==> config.mk <==
export PLATFORM = sky130hd
export DESIGN_NAME = var_delay_line
export DESIGN_NICKNAME = d
export VERILOG_FILES = /design/src/rtl/delay_pkg.sv /design/src/rtl/delay_ring_ram.sv /design/src/rtl/var_delay_line.sv
export SDC_FILE = /design/constraint.sdc
export NUM_CORES = 1
export LEC_CHECK = 0
export CAP_MARGIN = 20
export CORE_UTILIZATION = 61
export DETAILED_ROUTE_END_ITERATION = 7
export PLACE_DENSITY = 0.8
export SLEW_MARGIN = 20
export SYNTH_ARGS = -nofsm -noshare
export SYNTH_HDL_FRONTEND = slang
export SYNTH_SLANG_ARGS = --single-unit
==> constraint.sdc <==
create_clock -name clk -period 4.7 [get_ports clk]
set_clock_uncertainty 0.05 [all_clocks]
set_input_delay 1.175 -clock clk [delete_from_list [all_inputs] [get_ports clk]]
set_output_delay 1.175 -clock clk [all_outputs]
set_load 0.005 [all_outputs]
==> src/rtl/delay_pkg.sv <==
// Shared sizing and delay-clamp helpers for the variable delay line.
package delay_pkg;

    // Bits needed to hold any delay value 0..max_delay.
    function automatic int unsigned dw_f(input int unsigned max_delay);
        return $clog2(max_delay + 1);
    endfunction

    // Ring address width; a one-entry ring still needs a 1-bit pointer.
    function automatic int unsigned aw_f(input int unsigned depth);
        return (depth > 1) ? $clog2(depth) : 1;
    endfunction

    function automatic int unsigned clamp_delay(input int unsigned req,
                                                input int unsigned max_delay);
        return (req > max_delay) ? max_delay : req;
    endfunction

endpackage

==> src/rtl/delay_ring_ram.sv <==
// Sample ring storage: one write port, async read port, per-entry valid bits
// with a single-cycle clear-all (data words are never reset).
module delay_ring_ram
    import delay_pkg::*;
#(
    parameter int unsigned WIDTH = 24,
    parameter int unsigned DEPTH = 16,
    localparam int unsigned AW   = aw_f(DEPTH)
) (
    input  logic             clk,
    input  logic             clear_all,
    input  logic             we,
    input  logic [AW-1:0]    waddr,
    input  logic [WIDTH-1:0] wdata,
    input  logic             wvalid,
    input  logic [AW-1:0]    raddr,
    output logic [WIDTH-1:0] rdata_c,
    output logic             rvalid_c
);

    logic [WIDTH-1:0] mem_q [DEPTH];
    logic [DEPTH-1:0] valid_q;
    logic [DEPTH-1:0] valid_d;

    // Clear-all wins over a write in the same cycle.
    always_comb begin
        valid_d = valid_q;
        if (clear_all) begin
            valid_d = '0;
        end else if (we) begin
            valid_d[waddr] = wvalid;
        end
    end

    always_ff @(posedge clk) begin
        valid_q <= valid_d;
    end

    always_ff @(posedge clk) begin
        if (we) begin
            mem_q[waddr] <= wdata;
        end
    end

    assign rdata_c  = mem_q[raddr];
    assign rvalid_c = valid_q[raddr];

endmodule

==> src/rtl/var_delay_line.sv <==
// Strobe-driven variable delay line (0..MAX_DELAY strobes) over a sample ring.
// Define VAR_DELAY_FLUSH_EN to add the flush input.
module var_delay_line
    import delay_pkg::*;
#(
    parameter int unsigned WIDTH      = 24,
    parameter int unsigned MAX_DELAY  = 16,
    parameter int unsigned INIT_DELAY = 1,
    localparam int unsigned DW        = dw_f(MAX_DELAY)
) (
    input  logic             clk,
    input  logic             reset,
    input  logic             en,
    input  logic [WIDTH-1:0] din,
    input  logic             din_valid,
    input  logic [DW-1:0]    delay,
    input  logic             delay_load,
`ifdef VAR_DELAY_FLUSH_EN
    input  logic             flush,
`endif
    output logic [WIDTH-1:0] dout,
    output logic             dout_valid,
    output logic [DW-1:0]    cur_delay
);

    localparam int unsigned AW       = aw_f(MAX_DELAY);
    localparam int unsigned PW       = DW + 1;
    localparam logic [DW-1:0] INIT_D = DW'(clamp_delay(INIT_DELAY, MAX_DELAY));
    localparam logic [AW-1:0] WRAP   = AW'(MAX_DELAY - 1);
    localparam logic [DW-1:0] FILL_MAX = DW'(MAX_DELAY);

    if (MAX_DELAY < 1) begin : g_bad_max
        $error("var_delay_line: MAX_DELAY must be at least 1");
    end

    logic [AW-1:0]    wptr_q, wptr_d;
    logic [DW-1:0]    fill_q, fill_d;
    logic [DW-1:0]    cur_delay_q, cur_delay_d;
    logic [WIDTH-1:0] dout_q, dout_d;
    logic             dout_valid_q, dout_valid_d;

    logic [DW-1:0]    load_delay_c;
    logic [DW-1:0]    eff_delay_c;
    logic [DW-1:0]    eff_fill_c;
    logic [PW-1:0]    rd_idx_c;
    logic [AW-1:0]    raddr_c;
    logic             flush_c;
    logic             ram_clear_c;
    logic             ram_we_c;
    logic             ring_hit_c;
    logic [WIDTH-1:0] ram_rdata_c;
    logic             ram_rvalid_c;

`ifdef VAR_DELAY_FLUSH_EN
    assign flush_c = flush;
`else
    assign flush_c = 1'b0;
`endif

    // A load takes effect on a coincident strobe, which then sees an empty fill.
    assign load_delay_c = DW'(clamp_delay(32'(delay), MAX_DELAY));
    assign eff_delay_c  = delay_load ? load_delay_c : cur_delay_q;
    assign eff_fill_c   = delay_load ? '0 : fill_q;

    // Read index (wptr - D) mod MAX_DELAY without a divider.
    always_comb begin
        rd_idx_c = PW'(wptr_q) + PW'(MAX_DELAY) - PW'(eff_delay_c);
        if (rd_idx_c >= PW'(MAX_DELAY)) begin
            rd_idx_c = rd_idx_c - PW'(MAX_DELAY);
        end
    end

    assign raddr_c     = AW'(rd_idx_c);
    assign ram_clear_c = reset | flush_c;
    assign ram_we_c    = en & ~ram_clear_c;
    assign ring_hit_c  = ram_rvalid_c & (eff_fill_c >= eff_delay_c);

    delay_ring_ram #(
        .WIDTH (WIDTH),
        .DEPTH (MAX_DELAY)
    ) u_ring (
        .clk       (clk),
        .clear_all (ram_clear_c),
        .we        (ram_we_c),
        .waddr     (wptr_q),
        .wdata     (din),
        .wvalid    (din_valid),
        .raddr     (raddr_c),
        .rdata_c   (ram_rdata_c),
        .rvalid_c  (ram_rvalid_c)
    );

    // Next-state: everything holds unless a load, flush or strobe acts.
    always_comb begin
        wptr_d       = wptr_q;
        fill_d       = fill_q;
        cur_delay_d  = cur_delay_q;
        dout_d       = dout_q;
        dout_valid_d = dout_valid_q;

        if (delay_load) begin
            cur_delay_d = load_delay_c;
            fill_d      = '0;
        end

        if (flush_c) begin
            fill_d       = '0;
            dout_d       = '0;
            dout_valid_d = 1'b0;
        end else if (en) begin
            wptr_d = (wptr_q == WRAP) ? '0 : wptr_q + AW'(1);
            if (delay_load) begin
                fill_d = DW'(1);
            end else if (fill_q != FILL_MAX) begin
                fill_d = fill_q + DW'(1);
            end

            if (eff_delay_c == '0) begin
                dout_valid_d = din_valid;
                dout_d       = din_valid ? din : '0;
            end else begin
                dout_valid_d = ring_hit_c;
                dout_d       = ring_hit_c ? ram_rdata_c : '0;
            end
        end
    end

    always_ff @(posedge clk) begin
        if (reset) begin
            wptr_q       <= '0;
            fill_q       <= '0;
            cur_delay_q  <= INIT_D;
            dout_q       <= '0;
            dout_valid_q <= 1'b0;
        end else begin
            wptr_q       <= wptr_d;
            fill_q       <= fill_d;
            cur_delay_q  <= cur_delay_d;
            dout_q       <= dout_d;
            dout_valid_q <= dout_valid_d;
        end
    end

    assign dout       = dout_q;
    assign dout_valid = dout_valid_q;
    assign cur_delay  = cur_delay_q;

endmodule

==> impl_metrics.yaml <==
status:
  outcome: "completed"
sta:
  report.final.slew_viol_count: 0
  setup_viol_count_final: 0
  unrepaired_setup_endpoints_after_global_routing: "false"
  highest_achievable_clock_rate_ghz: 0.231
  max_slew.worst_pin.slew_ns: 1.12
  report.final.hold_viol_count: 0
  relSlewSlack_pct: 25.4
  final_period_minus_worst_setup_slack_ns: 4.33
  post-route-period-util_pct: 92.2
  final_critical_path_setup_slack_ns: 0.368
run:
  cap_violations: 0
synthesis:
  edff_count_synth: 384
  postSynthNetCount: 1058
  syn_inst: 1009
  synth_seq_cells: 439
  ys_seq_area_share_pct: 72.3
  postSynth.asyncResetShare_pct: 0
  syn_area_um2: 17500
  synthFlopType: "sky130_fd_sc_hd__edfxtp_1"
  synth.distinct_cells: 43
  ys.warnings.count: 0
  synth.avg_cell_area_um2: 17.3
die:
  die-area_um2: 29300
  rows: 61
  dieHeight_um: 171
  ios: 64
  start_util_pct: 62.3
  die_x_um: 171
  core_region_area_um2: 28000
drt:
  routed_wirelength_mm: 41.4
  first_pass_iters: 5
  drc: 0
  initialDrtViolationCount: 1207
  wire_per_inst_um: 27.3
  route.vias.total: 9904
  viasPerCell: 6.53
  drtAntennaViolNets: 0
global_routing:
  grt_most_used_layer: "met2"
  number_of_global_route_vias_before_repair: 10200
  global_route_congestion_overflow_total: 0
  grt.total_usage_pct: 29.4
  initial_antenna_violation_count: 0
  pin_count_of_the_biggest_net_entering_global_routing: 60
  grt_use_met3_pct: 6.44
  grt_pass1_wl_mm: 61.6
  use_met1_pct: 38.7
  global_route_met2_utilization_pct: 48.1
cells_and_area:
  layout.cells.most_common_list: "384 x sky130_fd_sc_hd__edfxtp_1, 145 x sky130_fd_sc_hd__nand2_1, 100 x sky130_fd_sc_hd__mux4_2"
  filler_cell_count: 1655
  final_net_count: 1153
  num_antenna_cells: 0
  final_layout_size_suffix_gt1_share_pct: 22.4
  synthToLayoutAreaGrowth_pct: 16.2
  layout.cells.most_common: "sky130_fd_sc_hd__edfxtp_1"
  finish.cell_count_without_fillers: 1516
place:
  gp_congestion: 0.820
  detailedPlacementHpwl_mm: 21.5
  port-buffer-count: 63
  dpl_worst_slack_ns: -0.175
  dp_cells: 1437
critical_path:
  timing.critical_path.arrival_ns: 4.64
  setup.worst_path.class: "in -> reg"
  required_ns: 5.01
  worst_setup_path_start_kind: "input port"
  critical_path.max_fanout: 17
  endpoint_kind: "flop"
clock_tree:
  tritoncts.num_buffers: 43
  post_cts_hold_buffer_count: 0
  clk_root_buffer_cell: "sky130_fd_sc_hd__clkbuf_16"
  max-clock-path-buffers: 3
  post_cts_resized: 0
  tritoncts_clock_tree: "built"
  cts_num_sinks: 439
  insertion_delay_ns: 0.55
  postCtsSetupRepairBufs: 0
  cts_htree_levels: 2
  clk_pin_slew_worst_paths_ns: 0.06
hold_path:
  hold_class: "reg -> reg"
power:
  power_per_cell_area_nw_per_um2: 434
  vdd.ir_drop.worst_mv: 0.305
  power_leakage_nw: 6.55
synthesized netlist by cell type (2+ instances only):
master	n	area share, %
sky130_fd_sc_hd__edfxtp_1	384	66
sky130_fd_sc_hd__nand2_1	145	3.1
sky130_fd_sc_hd__mux4_2	100	13
sky130_fd_sc_hd__dfxtp_1	55	6.3
sky130_fd_sc_hd__nor2_1	52	1.1
sky130_fd_sc_hd__a21oi_1	41	1.2
sky130_fd_sc_hd__clkbuf_1	40	0.86
sky130_fd_sc_hd__a22oi_1	24	1.0
sky130_fd_sc_hd__o21ai_0	20	0.57
sky130_fd_sc_hd__a311oi_2	19	1.6
sky130_fd_sc_hd__o21ai_1	19	0.54
sky130_fd_sc_hd__ha_1	14	1.0
sky130_fd_sc_hd__buf_1	12	0.26
sky130_fd_sc_hd__buf_2	11	0.32
sky130_fd_sc_hd__mux2i_1	9	0.52
sky130_fd_sc_hd__inv_1	8	0.17
sky130_fd_sc_hd__nor3_1	8	0.23
sky130_fd_sc_hd__a311oi_1	5	0.25
sky130_fd_sc_hd__nand2b_1	5	0.18
sky130_fd_sc_hd__nor2b_1	5	0.18
sky130_fd_sc_hd__nand3b_1	3	0.13
sky130_fd_sc_hd__nor3b_1	3	0.13
sky130_fd_sc_hd__xor2_1	3	0.15
sky130_fd_sc_hd__a21o_1	2	0.086
sky130_fd_sc_hd__nand3_1	2	0.057
sky130_fd_sc_hd__nand4_1	2	0.072
sky130_fd_sc_hd__o21a_1	2	0.086
critical path, stage by stage:
cell and delay (ns):
sky130_fd_sc_hd__clkdlybuf4s50_1 0.47, sky130_fd_sc_hd__o21ai_0 0.38, sky130_fd_sc_hd__ha_4 0.20, sky130_fd_sc_hd__inv_1 0.05
sky130_fd_sc_hd__fa_4 0.86, sky130_fd_sc_hd__mux4_2 0.51, sky130_fd_sc_hd__mux2_1 0.30, sky130_fd_sc_hd__nand3_1 0.13
sky130_fd_sc_hd__a211oi_4 0.09, sky130_fd_sc_hd__buf_12 0.19, sky130_fd_sc_hd__o21ai_1 0.14, sky130_fd_sc_hd__a311oi_2 0.14
power breakdown:
group	switching [mW]	internal, mW	leakage (nW)	total (mW)
sequential	0.0232	4.28	3.91	4.30
clock	1.43	1.88	0.665	3.31
combinational	0.642	0.557	1.97	1.20
metal layers:
| metal | wire [um] | vias up | share of wire, % |
|---|---|---|---|
| li1 | - | 4151 | - |
| met1 | 15400 | 5005 | 37 |
| met2 | 20500 | 615 | 50 |
| met3 | 4020 | 133 | 9.7 |
| met4 | 1460 | 0 | 3.5 |
| met5 | 0 | - | 0 |
registers in the layout (all words and copies together), names as in the netlist:
name,flops
wptr_q,4
dout,24
dout_valid,1
cur_delay,5
fill_q,5
u_ring.valid_q,16
u_ring.mem_q,384
stage by stage:
step           utilization [%]  hold slack (ns)  instance area, um2  total power [mW]  TNS (ns)
5_1_grt                   72.4            0.455               20300              9.05         0
2_1_floorplan                -            0.396               17500              5.14         0
6_report                  72.4            0.431               20300              8.80         0
3_3_place_gp              67.6            0.414               18900              5.53    -0.994
3_5_place_dp              67.6            0.420               18900              5.56     -2.40
4_1_cts                   72.4            0.428               20300              8.82         0
final timing paths:
path / start / end / slack [ns] / cells past startpoint
max reg2reg: cur_delay[0] / dout[22] / 1.16 / 12
min reg2reg: u_ring.valid_q[11] / u_ring.valid_q[11] / 0.43 / 2
min: u_ring.valid_q[11] / u_ring.valid_q[11] / 0.43 / 2
max: delay_load / dout[22] / 0.37 / 12
cell families (layout without fill, tap and decap cells):
family,after synthesis,count (layout),synth area share [%]
mux,110,110,13.5
flops,439,439,72.3
xor+xnor,5,5,0.294
compound gates,139,139,5.74
fa+ha+maj,15,15,1.12
buf+inv,71,200,1.60
simple gates,230,230,5.44
layout make-up:
type	count	area (um2)	share of cell area (%)
inverter	8	30.0	0.148
sequential	439	12600	62.3
multi-input combinational	499	4710	23.2
clock buffer	65	1240	6.11
tap	378	473	2.33
timing repair buffer	113	1100	5.40
clock inverter	14	106	0.524
Power figures use the tool's default switching activity.
